`src/rtl/rv_stage_sequencer.sv`:
```
// rv_stage_sequencer
//   Multi-cycle control sequencer for the RV32I core. It steps each instruction
//   through FETCH/DECODE/EXECUTE/MEMORY/WRITEBACK using a done/stall handshake
//   with the datapath. It also handles flush redirect, illegal-opcode and
//   watchdog traps, halt at instruction boundaries, optional WRITEBACK skip for
//   rd=x0, and counts retired instructions.
//
// Ports
//   clk, rst_n          clock; asynchronous active-low reset
//   stage_done, stall   datapath handshake for the current stage
//   flush               redirect to FETCH (working states only)
//   opcode, rd_zero     decoded instruction fields
//   halt_req            level; halt at the next instruction boundary
//   trap_ack            leave TRAP
//   state, state_d1     current state, and current state delayed one cycle
//   next_state          combinational next state
//   stage_start         first cycle of every state visit
//   trap, trap_cause    in TRAP; cause 1 = illegal opcode, 2 = watchdog
//   retire, instret_cnt retire pulse and retired-instruction count
//   halted              in HALT
module rv_stage_sequencer #(
    parameter int TIMEOUT    = 64,
    parameter int TIMEOUT_W  = 8,
    parameter int SKIP_WB_X0 = 1,
    parameter int CNT_W      = 32
) (
    input  logic             clk,
    input  logic             rst_n,
    input  logic             stage_done,
    input  logic             stall,
    input  logic             flush,
    input  logic [6:0]       opcode,
    input  logic             rd_zero,
    input  logic             halt_req,
    input  logic             trap_ack,
    output logic [2:0]       state,
    output logic [2:0]       state_d1,
    output logic [2:0]       next_state,
    output logic             stage_start,
    output logic             trap,
    output logic [1:0]       trap_cause,
    output logic             retire,
    output logic [CNT_W-1:0] instret_cnt,
    output logic             halted
);

    typedef enum logic [2:0] {
        S_FETCH  = 3'd0,
        S_DECODE = 3'd1,
        S_EXEC   = 3'd2,
        S_MEM    = 3'd3,
        S_WB     = 3'd4,
        S_TRAP   = 3'd5,
        S_HALT   = 3'd6
    } state_t;

    localparam logic [6:0] OP_LUI    = 7'b0110111;
    localparam logic [6:0] OP_AUIPC  = 7'b0010111;
    localparam logic [6:0] OP_JAL    = 7'b1101111;
    localparam logic [6:0] OP_JALR   = 7'b1100111;
    localparam logic [6:0] OP_BRANCH = 7'b1100011;
    localparam logic [6:0] OP_LOAD   = 7'b0000011;
    localparam logic [6:0] OP_STORE  = 7'b0100011;
    localparam logic [6:0] OP_IMM    = 7'b0010011;
    localparam logic [6:0] OP_OP     = 7'b0110011;

    localparam logic [TIMEOUT_W-1:0] WD_LAST = TIMEOUT_W'(TIMEOUT - 1);

    state_t               state_q, state_nx, d1_q, target;
    logic [TIMEOUT_W-1:0] wd_cnt;
    logic [1:0]           cause_nx;
    logic                 retire_nx, working, wait_cyc, legal, skip_wb, visit_change;

    always_comb begin
        legal = (opcode == OP_LUI)    || (opcode == OP_AUIPC) || (opcode == OP_JAL)   ||
                (opcode == OP_JALR)   || (opcode == OP_BRANCH) || (opcode == OP_LOAD) ||
                (opcode == OP_STORE)  || (opcode == OP_IMM)   || (opcode == OP_OP);
        skip_wb = (SKIP_WB_X0 != 0) && rd_zero;
    end

    // Target of a normal advance from each working state (before halt override).
    always_comb begin
        target = S_FETCH;
        case (state_q)
            S_FETCH:  target = S_DECODE;
            S_DECODE: target = legal ? S_EXEC : S_TRAP;
            S_EXEC: begin
                if (opcode == OP_BRANCH)                           target = S_FETCH;
                else if (opcode == OP_LOAD || opcode == OP_STORE)  target = S_MEM;
                else                                               target = skip_wb ? S_FETCH : S_WB;
            end
            S_MEM:    target = (opcode == OP_STORE || skip_wb) ? S_FETCH : S_WB;
            default:  target = S_FETCH;
        endcase
    end

    always_comb begin
        state_nx  = state_q;
        cause_nx  = 2'd0;
        retire_nx = 1'b0;
        working   = (state_q == S_FETCH) || (state_q == S_DECODE) || (state_q == S_EXEC) ||
                    (state_q == S_MEM)   || (state_q == S_WB);
        wait_cyc  = working && !stall && !stage_done;
        if (working) begin
            if (flush) begin
                state_nx = S_FETCH;
            end else if ((TIMEOUT != 0) && wait_cyc && (wd_cnt == WD_LAST)) begin
                state_nx = S_TRAP;
                cause_nx = 2'd2;
            end else if (!stall && stage_done) begin
                state_nx = target;
                if (target == S_TRAP)
                    cause_nx = 2'd1;
                else if (target == S_FETCH && halt_req)
                    state_nx = S_HALT;
                // Only a normal advance back to an instruction boundary retires.
                retire_nx = ((state_q == S_EXEC) || (state_q == S_MEM) || (state_q == S_WB)) &&
                            ((state_nx == S_FETCH) || (state_nx == S_HALT));
            end
        end else if (state_q == S_TRAP) begin
            if (trap_ack) state_nx = S_FETCH;
        end else if (state_q == S_HALT) begin
            if (!halt_req) state_nx = S_FETCH;
        end else begin
            state_nx = S_FETCH;     // encoding 7 is unreachable; recover to FETCH
        end
    end

    // A flush while already in FETCH is a fresh visit even though the code is unchanged.
    assign visit_change = (state_nx != state_q) || (working && flush);

    always_ff @(posedge clk or negedge rst_n) begin
        if (!rst_n) begin
            state_q     <= S_FETCH;
            d1_q        <= S_WB;
            stage_start <= 1'b1;
            trap_cause  <= 2'd0;
            retire      <= 1'b0;
            instret_cnt <= '0;
            wd_cnt      <= '0;
        end else begin
            state_q     <= state_nx;
            d1_q        <= state_q;
            stage_start <= visit_change;
            retire      <= retire_nx;
            if (retire_nx)
                instret_cnt <= instret_cnt + CNT_W'(1);
            if (state_nx == S_TRAP && state_q != S_TRAP)
                trap_cause <= cause_nx;
            else if (state_nx != S_TRAP)
                trap_cause <= 2'd0;
            if (visit_change)
                wd_cnt <= '0;
            else if (wait_cyc)
                wd_cnt <= wd_cnt + TIMEOUT_W'(1);
        end
    end

    assign state      = state_q;
    assign state_d1   = d1_q;
    assign next_state = state_nx;
    assign trap       = (state_q == S_TRAP);
    assign halted     = (state_q == S_HALT);

endmodule

```
`config.mk`:
```
export PLATFORM = sky130hd
export DESIGN_NAME = rv_stage_sequencer
export DESIGN_NICKNAME = d
export VERILOG_FILES = /design/src/rtl/rv_stage_sequencer.sv
export SDC_FILE = /design/constraint.sdc
export NUM_CORES = 1
export LEC_CHECK = 0
export BUFFER_PORTS_ARGS = -buffer_cell sky130_fd_sc_hd__clkbuf_2
export CAP_MARGIN = 5
export CORE_ASPECT_RATIO = 0.5
export CORE_MARGIN = 2
export CORE_UTILIZATION = 30
export CTS_BUF_LIST = sky130_fd_sc_hd__clkbuf_4 sky130_fd_sc_hd__clkbuf_8
export DETAILED_ROUTE_END_ITERATION = 12
export GPL_TIMING_DRIVEN = 0
export MAX_ROUTING_LAYER = met4
export PLACE_DENSITY = 0.48
export RECOVER_POWER = 50
export SYNTH_ARGS = -nofsm -noshare
export SYNTH_HDL_FRONTEND = slang
export SYNTH_SLANG_ARGS = --single-unit
```
`constraint.sdc`:
```
create_clock -name clk -period 2.9 [get_ports clk]
set_input_delay 0.58 -clock clk [delete_from_list [all_inputs] [get_ports clk]]
set_output_delay 0.58 -clock clk [all_outputs]
set_load 0.01 [all_outputs]
```
==> results of run 1 <==
==> final cells by class <==
cell class / count / area share
repair buffers: 68 / 0.1035
well taps: 117 / 0.04309
multi-input cells: 187 / 0.4258
flip-flops and latches: 50 / 0.3702
clock inverters: 2 / 0.01142
plain buffers: 6 / 0.01289
inverters: 8 / 0.008840
clock buffers: 6 / 0.02431
==> what timing repair did <==
item,CTS,global route
pin swaps,2,2
buffers inserted,1,5
gates resized for setup,9,8
setup endpoints to repair,3,3
==> flip-flops by register name, summed over array words and instances (netlist names) <==
signal and flops:
wd_cnt 8, instret_cnt 32, trap_cause 2, stage_start 1
state_d1 3, retire 1, state 3
==> per-stage QoR <==
stage / total power [mW] / util / setup TNS [ns] / std cells / area [µm²]
3_3_place_gp: 0.9544 / 0.3618 / -0.07402 / 429 / 3151
2_1_floorplan: 0.8728 / - / 0 / 251 / 2699
4_1_cts: 1.508 / 0.3823 / 0 / 438 / 3329
3_5_place_dp: 0.9585 / 0.3618 / -0.08941 / 429 / 3151
5_1_grt: 1.583 / 0.3901 / -0.008544 / 444 / 3397
6_report: 1.510 / 0.3901 / 0 / 444 / 3397
==> layer usage <==
metal / share of wire / routed length (µm) / GRT usage
met1: 0.45 / 3086 / 0.1722
met2: 0.49 / 3355 / 0.2409
met3: 0.044 / 298 / 0.03588
met4: 0.013 / 87 / 0.04875
met5: 0 / 0 / -
==> cells in the mapped netlist, types with 2 or more instances <==
cell type | number | area share
nor3_1 | 2 | 0.0037
a221oi_1 | 2 | 0.0065
dfrtp_1 | 48 | 0.45
nor2_1 | 12 | 0.017
nand2_1 | 18 | 0.025
dfstp_2 | 2 | 0.019
nor4b_4 | 2 | 0.018
nand2b_1 | 2 | 0.0046
nor4_4 | 2 | 0.016
buf_6 | 2 | 0.0083
and3_1 | 12 | 0.028
buf_2 | 2 | 0.0037
or3_1 | 3 | 0.0070
o41ai_1 | 2 | 0.0065
a21oi_1 | 5 | 0.0093
nand4_1 | 14 | 0.032
and4_1 | 3 | 0.0097
xor2_1 | 8 | 0.026
ha_1 | 2 | 0.0093
nor4_1 | 9 | 0.021
nor3b_1 | 3 | 0.0083
o21ai_0 | 3 | 0.0056
xnor2_1 | 30 | 0.097
o311ai_1 | 2 | 0.0065
nand3_1 | 15 | 0.028
inv_1 | 7 | 0.0097
a41oi_1 | 2 | 0.0065
nor2b_1 | 2 | 0.0046
and2_1 | 3 | 0.0070
or2_2 | 2 | 0.0046
==> cell families after synthesis <==
| kind of cell | Yosys count |
|---|---|
| buffers and inverters | 14 |
| muxes | 2 |
| DFF | 50 |
| xor gates and xnor gates | 38 |
| and+or+nand+nor | 110 |
| AOI/OAI and AO/OA | 34 |
| adders and majority gates | 3 |
==> worst min-delay path by stage <==
stage / to / slack [ns] / cells after the start
5_1_grt: state_d1[1] / 0.27 / 1
2_1_floorplan: instret_cnt[0] / 0.28 / 0
4_1_cts: instret_cnt[31] / 0.48 / 1
6_report: state_d1[1] / 0.22 / 1
3_3_place_gp: instret_cnt[31] / 0.47 / 1
3_5_place_dp: instret_cnt[31] / 0.47 / 1
==> worst reg2reg max path, cell delays in order (launching register included) <==
cell     delay [ns]
dfrtp_2        0.45
buf_2          0.19
or3_1          0.16
o41ai_4        0.10
or3_1          0.37
buf_4          0.19
nor4b_4        0.51
nand4_1        0.20
xnor2_1        0.16
==> power by group through the flow <==
stage | clock, mW | sequential, mW | combinational [mW]
6_report | 0.535 | 0.743 | 0.231
5_1_grt | 0.583 | 0.747 | 0.254
4_1_cts | 0.549 | 0.744 | 0.214
3_5_place_dp | 0 | 0.756 | 0.202
3_3_place_gp | 0 | 0.755 | 0.199
2_1_floorplan | 0 | 0.760 | 0.113
==> key figures, run 1 <==
Run status
  • Outcome: completed

Synth
  • Post-Syn Instances: about 250
  • Post-synthesis async set-or-reset flop share: 1.000
  • Synth Area in Adders: 0.01344
  • Seq/Total Area, Yosys: 0.4645
  • Mux share of post-synthesis cell area: 0.007881
  • Post-synthesis cell type count: 60
  • Number of synthesized flops with an enable pin: 0
  • Synthesis-stage register bit count: 50
  • Post-synthesis xor/xnor area fraction: 0.1233
  • Compound-Gate Fraction of Synth Area: 0.1076
  • Mapped Area: about 2700 µm²
  • Post-Synth Simple-Gate Area: 0.2559
  • Main combinational cell family by area after synthesis: simple AND/OR/NAND/NOR gates
  • Syn Nets: around 270
  • Top FF cell, synth: dfrtp_1
  • Synth Warn #: 0
  • Syn Area/Cell: roughly 11 µm²

Clocking
  • Root buffer cell: clkbuf_8
  • Sink Count: 50
  • Clock transition at path regs: about 0.10 ns
  • Post-cts hold buffer count: 0
  • CTS tree: yes
  • Max clock buf depth: 2
  • CTS Buf Count: 5
  • Clock Latency Late Sink: approximately 0.31 ns
  • H-Tree Depth: 2

Finish
  • Storage cell area: roughly 1300 µm²
  • Area delta synth->final: 25.87%
  • Multi-input gate area: between 1000 and 1500 µm²
  • Most frequent cells in the layout: clkbuf_2, dfrtp_1, xnor2_1
  • Fraction of layout cells with a size suffix above 1: 0.3364
  • Most common cell after layout, fill and taps aside: clkbuf_2
  • Fin nets: 343
  • Fillers: 876
  • Diodes inserted: 0

Hold path
  • Worst min path class: in -> async

Timing
  • Post-route setup slack: approximately 0.099 ns
  • Fin crit period: between 2 and 3 ns
  • Least-Margin Pin Slew: between 1 and 1.5 ns
  • Hold Fails Final Rpt: 0
  • Fmax: around 360 MHz
  • Layout Skew: between 0.007 and 0.008 ns
  • RSZ-0062 raised after global routing: true
  • Final period util: 0.9657
  • # setup viols final: 0
  • Min Hold Slack: between 0.2 and 0.25 ns
  • Final Max Slew Viols: 0
  • Max_slew headroom: 0.3261

Run
  • Max cap viols: 0

Setup path
  • Critical path's top delay family: simple AND/OR/NAND/NOR gates
  • Reg2reg path depth: 8
  • Critical path startpoint: state[0]
  • Critical Path Sink: next_state[2]
  • Req. time, crit path: around 2.3 ns
  • Slowest Stage Delay on Critical Path: approximately 0.45 ns
  • Sum of buffers and inverters on the critical path: 2
  • Reg2reg setup slack: about 0.49 ns
  • WP data arrival: roughly 2.2 ns
  • Setup crit start kind: register
  • Critical path peak fanout: 6
  • Worst path slowest cell: dfrtp_2
  • Critical R2R Capture: instret_cnt[14]
  • Crit path kind: reg -> out
  • Critical Path Stages: 7
  • Critical R2R Launch: state[0]
  • Critical Path Sink Type: output port
  • CP Cell Sequence: buf_2 -> nor3b_4 -> o31ai_2 -> or2_2 -> a41oi_2 -> o31a_1 -> clkbuf_2

Routing
  • DRT Pass-1 Iters: 4
  • Routed vias/inst: about 5.1
  • Post-DRT Antenna Nets: 0
  • Routed len/inst: about 15 µm
  • Drt drc: 0
  • WL final: about 7000 µm
  • Detailed Route Iter0 Violations: between 100 and 150
  • Vias: roughly 2200

Die
  • Die area: 9817 µm²
  • Rows: 24
  • Initial core utilization: 0.3099
  • Horiz. Die Dim: ~140 µm
  • Die H: between 70 and 80 µm
  • IO Pins: 62
  • Core area: 8708 µm²

Global route
  • First-pass GRT wire length: 11020 µm
  • Largest net degree at the start of global routing: 51
  • Initial antenna violation count: 0
  • Total GRT Usage: 0.1438
  • Number of global-route vias before repair: 2269
  • Total gr overflow: 0

Pwr
  • Comb pwr share: 0.153
  • P_sw: 0.4126 mW
  • Max IR drop VDD: roughly 0.15 mV
  • Switching power share of the total: 0.2733
  • Lkg Pwr: approximately 1.5 nW
  • Power per cell area: about 440 nW/µm²
  • Sequential power share: 0.492
  • Internal power: approximately 1.1 mW
  • Clk network pwr share: 0.355

Placement
  • Port Buffer Count: 61
  • Final GP Congestion: roughly 0.83
  • Dpl hpwl: 4861 µm
  • Place WS: -0.08941 ns
No activity file was read; power rests on OpenSTA's default activity.
==> inputs of run 2 (changes only) <==
- PLACE_DENSITY: 0.48 -> not set
- PLACE_DENSITY_LB_ADDON: not set -> 0.25
==> run 2 against run 1 <==
Register-to-register slack got worse by 0.02 ns. Routed wire length decreased by 5.6%. Worst hold slack improved by 0.028 ns. Sequential power about the same. Final cell count decreased by 1.1%. Critical path depth unchanged. Core utilization decreased by 0.83 points. Die area unchanged. Flip-flop and latch count unchanged. Non-clock buffer count decreased by 5. Critical path type unchanged. Highest routed layer unchanged.
==> key figures, run 2 (synthesis results as in run 1) <==
Global route
  • Largest net degree at the start of global routing: 51
  • Number of global-route vias before repair: roughly 2200
  • First-pass GRT wire length: just over 10000 µm
  • Total GRT Usage: 0.1335
  • Total gr overflow: 0
  • Initial antenna violation count: 0

Timing
  • Least-Margin Pin Slew: between 0.9 and 1 ns
  • # setup viols final: 0
  • Fmax: between 300 and 400 MHz
  • Setup_tns: 0 ns
  • Min Hold Slack: between 0.2 and 0.25 ns
  • Layout Skew: around 0.008 ns
  • Hold Fails Final Rpt: 0
  • Final Max Slew Viols: 0
  • RSZ-0062 raised after global routing: false
  • Fin crit period: between 2 and 3 ns
  • Max_slew headroom: 0.3335
  • Final period util: 0.9745

Finish
  • Top flop regs: instret_cnt x32, wd_cnt x8
  • Biggest register: instret_cnt
  • Max reg flops: 32
  • Area delta synth->final: 23.18%
  • Fin nets: between 300 and 400
  • Fraction of layout cells with a size suffix above 1: 0.2609
  • Most frequent cells in the layout: dfrtp_1, clkbuf_2, xnor2_1
  • Non-Filler Instances: about 440
  • Diodes inserted: 0
  • Fillers: 888
  • Most common cell after layout, fill and taps aside: dfrtp_1

Setup path
  • Critical path startpoint: state[1]
  • Req. time, crit path: 2.32 ns
  • Critical Path Sink: next_state[2]
  • Critical R2R Capture: wd_cnt[5]
  • Slowest Stage Delay on Critical Path: ~0.46 ns
  • Critical R2R Launch: state[0]
  • Critical Path Sink Type: output port
  • Worst path slowest cell: dfrtp_2
  • Crit path kind: reg -> out
  • Reg2reg setup slack: around 0.47 ns
  • Critical Path Stages: 7
  • Critical path peak fanout: 10
  • CP Cell Sequence: buf_6 -> nor3b_2 -> o31ai_2 -> or2_2 -> a41oi_2 -> o31a_1 -> clkbuf_2
  • WP data arrival: 2.25 ns
  • Reg2reg path depth: 5
  • Setup crit start kind: register
  • Sum of buffers and inverters on the critical path: 2
  • Critical path's top delay family: compound AO/OA/AOI/OAI gates

Routing
  • Routed vias/inst: just over 5
  • Met1 WL: around 3000 µm
  • Post-DRT Antenna Nets: 0
  • Highest metal used: met4
  • Detailed Route Iter0 Violations: between 150 and 200
  • Drt drc: 0
  • WL final: roughly 6400 µm
  • DRT Pass-1 Iters: 4
  • Vias: approximately 2200
  • Met3 Routed Length: roughly 230 µm
  • WL met2: approximately 3100 µm
  • Routed len/inst: between 10 and 15 µm

Clocking
  • CTS Buf Count: 5
  • Clock transition at path regs: about 0.090 ns
  • Sink Count: 50
  • Root buffer cell: clkbuf_8
  • Max clock buf depth: 2
  • H-Tree Depth: 2
  • CTS tree: yes
  • Clock Latency Late Sink: around 0.3 ns

Pwr
  • P_sw: about 0.4 mW
  • Total power: approximately 1.5 mW
  • Switching power share of the total: 0.2682
  • Clk network pwr share: 0.355
  • Power per cell area: around 450 nW/µm²
  • Internal power: around 1.1 mW
  • Lkg Pwr: 1.430 nW
  • Max IR drop VDD: roughly 0.15 mV
  • Comb pwr share: 0.145
  • Sequential power share: 0.500

Placement
  • Dpl hpwl: 4735 µm
  • Port Buffer Count: just over 60
  • Final GP Congestion: approximately 0.86
  • Inst Count DP: 429

Run
  • Max cap viols: 0

Run status
  • Outcome: completed

Die
  • Rows: 24
  • IO Pins: 62
  • Horiz. Die Dim: 138.1 µm
  • Initial core utilization: 0.3099
  • Core area: roughly 8700 µm²
  • Die area: around 9800 µm²
  • Die H: slightly above 70 µm

Hold path
  • Worst min path class: in -> async
[run 2: through the flow]
| stage | area, µm² | utilization | setup WS [ns] |
|---|---|---|---|
| global route | 3324 | 0.3818 | 0.001481 |
| CTS | 3323 | 0.3816 | 0.006391 |
| detailed placement | 3151 | 0.3618 | 0.001819 |
| finish | 3324 | 0.3818 | 0.07390 |
| global placement | 3151 | 0.3618 | -0.06068 |
| floorplan | 2699 | - | 0.4526 |
[run 2: cell type report]
cell class	count	area, µm²	area share
Multi-Input combinational cell	187	1433	0.4309
Clock inverter	2	38.79	0.01167
Timing Repair Buffer	63	292.8	0.08807
Sequential cell	50	1257	0.3782
Clock buffer	6	82.58	0.02484
Tap cell	117	146.4	0.04403
Inverter	8	30.03	0.009033
Buffer	6	43.79	0.01317
[run 2: worst min path at each step]
| stage | endpoint | slack, ns | cells after the start |
|---|---|---|---|
| 6_report | state_d1[1] | 0.24 | 1 |
| 5_1_grt | wd_cnt[5] | 0.30 | 1 |
| 4_1_cts | instret_cnt[31] | 0.49 | 1 |
| 3_5_place_dp | instret_cnt[31] | 0.47 | 1 |
| 3_3_place_gp | instret_cnt[27] | 0.47 | 1 |
| 2_1_floorplan | instret_cnt[0] | 0.28 | 0 |
[run 2: worst reg2reg max path, cell delays in order, from the launching register on]
cell     delay [ns]
dfrtp_2        0.48
maj3_2         0.34
o41ai_1        0.48
a41oi_2        0.25
o21ai_1        0.62
nor4_1         0.12
[run 2: repair_timing]
action | CTS | global route
setup buffers | 1 | 0
pin swaps | 1 | 1
hold buffers | 0 | 0
setup endpoints to repair | 2 | 3
gates resized for setup | 6 | 6
cloned | 0 | 0
[run 2: metal layers]
layer	global-route usage	vias to the layer above
met1	0.1640	1119
li1	-	1072
met5	-	-
met2	0.2255	42
met4	0.03855	0
met3	0.02844	10
[run 2: power groups by stage]
| stage | Sequential, mW | Combinational (mW) | Clock (mW) |
|---|---|---|---|
| after floorplan | 0.760 | 0.113 | 0 |
| after global routing | 0.747 | 0.234 | 0.573 |
| after CTS | 0.742 | 0.214 | 0.541 |
| final | 0.743 | 0.216 | 0.527 |
| after global placement | 0.755 | 0.197 | 0 |
| after detailed placement | 0.755 | 0.202 | 0 |
==> inputs of run 3 (changes only) <==
- PLACE_DENSITY_LB_ADDON: 0.25 -> 0.3
==> run 3 against run 2 <==
First-iteration DRC count is 20% lower. Sequential share of layout area is 0.15 points lower. Final cell count is 0.46% higher. Final area is 0.30% higher. Non-clock buffer count is 2 higher. Highest routed layer unchanged. Critical endpoint unchanged. Die area stayed put. Sequential power hardly changed. Clock skew is 0.0012 ns higher. Combinational power hardly changed. Setup slack worse by 0.0048 ns.
==> key figures, run 3 (synthesis results as in run 1) <==
Clocking
  • H-Tree Depth: 2
  • CTS Buf Count: 5
  • Clock Latency Late Sink: 0.30 ns
  • Max clock buf depth: 2
  • CTS tree: yes
  • Sink Count: 50
  • Root buffer cell: clkbuf_8
  • Clock transition at path regs: around 0.090 ns

Routing
  • Vias: about 2200
  • Highest metal used: met4
  • Routed vias/inst: 5.077
  • Routed len/inst: 14.79 µm
  • Met1 WL: about 3000 µm
  • Detailed Route Iter0 Violations: 130
  • WL met2: ~3200 µm
  • Drt drc: 0
  • DRT Pass-1 Iters: 4
  • Post-DRT Antenna Nets: 0
  • Met3 Routed Length: 217 µm
  • WL final: between 6000 and 7000 µm

Global route
  • Number of global-route vias before repair: 2196
  • Total gr overflow: 0
  • Largest net degree at the start of global routing: 51
  • First-pass GRT wire length: approximately 11000 µm
  • Initial antenna violation count: 0
  • Total GRT Usage: 0.1386

Setup path
  • CP Cell Sequence: buf_6 -> nor3b_2 -> o31ai_2 -> or2_2 -> a41oi_2 -> o31a_1 -> clkbuf_2
  • Critical path's top delay family: simple AND/OR/NAND/NOR gates
  • Setup crit start kind: register
  • Critical R2R Capture: instret_cnt[13]
  • Reg2reg setup slack: about 0.42 ns
  • Worst path slowest cell: dfrtp_2
  • Sum of buffers and inverters on the critical path: 2
  • Reg2reg path depth: 8
  • Slowest Stage Delay on Critical Path: between 0.4 and 0.5 ns
  • Req. time, crit path: roughly 2.3 ns
  • WP data arrival: 2.25 ns
  • Critical R2R Launch: state[0]
  • Critical path peak fanout: 10
  • Crit path kind: reg -> out
  • Critical Path Sink Type: output port

Die
  • Die H: 71.07 µm
  • Horiz. Die Dim: between 100 and 150 µm
  • IO Pins: a little over 60
  • Core area: a little under 9000 µm²
  • Rows: 24
  • Initial core utilization: 0.3099
  • Die area: approximately 9800 µm²

Pwr
  • Power per cell area: 423.8 nW/µm²
  • Total power: ~1.4 mW
  • Lkg Pwr: about 1.4 nW
  • Max IR drop VDD: around 0.15 mV

Finish
  • Area delta synth->final: 23.55%
  • Top flop regs: instret_cnt x32, wd_cnt x8
  • Most common cell after layout, fill and taps aside: dfrtp_1
  • Biggest register: instret_cnt
  • Fin nets: between 300 and 400
  • Most frequent cells in the layout: dfrtp_1, clkbuf_2, xnor2_1
  • Diodes inserted: 0
  • Fraction of layout cells with a size suffix above 1: 0.2623
  • Max reg flops: 32

Timing
  • Setup_tns: 0 ns
  • Max_slew headroom: 0.03459
  • Min Hold Slack: roughly 0.47 ns
  • Final period util: 0.9762
  • Fin crit period: around 2.8 ns
  • # setup viols final: 0
  • Least-Margin Pin Slew: roughly 1.4 ns
  • Hold Fails Final Rpt: 0
  • Fmax: between 300 and 400 MHz
  • Layout Skew: approximately 0.0092 ns
  • Final Max Slew Viols: 0

Hold path
  • Worst Hold End: instret_cnt[31]
  • HP Start: instret_cnt[31]
  • Worst Hold Path Cells: 1
  • Worst min path class: reg -> reg

Run
  • Max cap viols: 0

Run status
  • Outcome: completed

Placement
  • Final GP Congestion: between 0.8 and 0.9
  • Dpl hpwl: between 4000 and 5000 µm
  • Port Buffer Count: between 60 and 70
run 3: worst max path at each step:
stage	cells after the start	from	end	slack [ns]
finish	7	state[1]	next_state[2]	0.07
global route	7	state[1]	next_state[2]	-0.04
CTS	7	state[1]	next_state[2]	0.003
detailed placement	6	opcode[3]	next_state[0]	0.05
global placement	6	opcode[3]	next_state[0]	0.05
floorplan	6	opcode[5]	next_state[1]	0.45
run 3: where the power goes:
part | total (mW) | internal, mW | switching (mW) | leakage, nW
Clock | 0.453 | 0.219 | 0.234 | 0.0544
Sequential | 0.742 | 0.720 | 0.0215 | 0.685
Combinational | 0.218 | 0.0853 | 0.133 | 0.701
Total | 1.41 | 1.02 | 0.388 | 1.44
run 3: repair_timing:
action / in CTS / in global routing
setup buffers: 0 / 3
endpoints found under the setup margin: 2 / 3
pin swaps: 0 / 1
resized for setup: 3 / 9
hold buffers: 0 / 0
run 3: worst reg2reg max path, delay by kind of cell (launching register included):
kind | cells | cell delay [ns]
buffers and inverters | 2 | 0.39
flip-flops | 1 | 0.47
AO/OA/AOI/OAI | 1 | 0.11
AND/OR/NAND/NOR | 4 | 1.21
XOR/XNOR | 1 | 0.21
run 3: final cells by class:
cell class / count / area [µm²]
clock inverters: 1 / 8.758
flip-flops and latches: 50 / 1256
multi-input cells: 187 / 1430
clock buffers: 7 / 96.34
repair buffers: 65 / 322.8
fillers: 883 / 5374
inverters: 8 / 30.03
plain buffers: 6 / 43.79
well taps: 117 / 146.4
run 3: through the flow:
step / cell area, µm² / cells / util / setup slack [ns]
finish: 3334 / 441 / 0.3829 / 0.06913
global route: 3334 / 441 / 0.3829 / -0.03649
CTS: 3273 / 437 / 0.3759 / 0.002645
detailed placement: 3151 / 429 / 0.3618 / 0.04512
global placement: 3151 / 429 / 0.3618 / 0.05398
floorplan: 2699 / 251 / - / 0.4526
run 3: per-layer routing:
metal  vias up  track usage
li1       1071            -
met1      1106       0.1740
met2        53       0.2338
met3         9      0.02640
met4         0      0.03628
met5         -            -
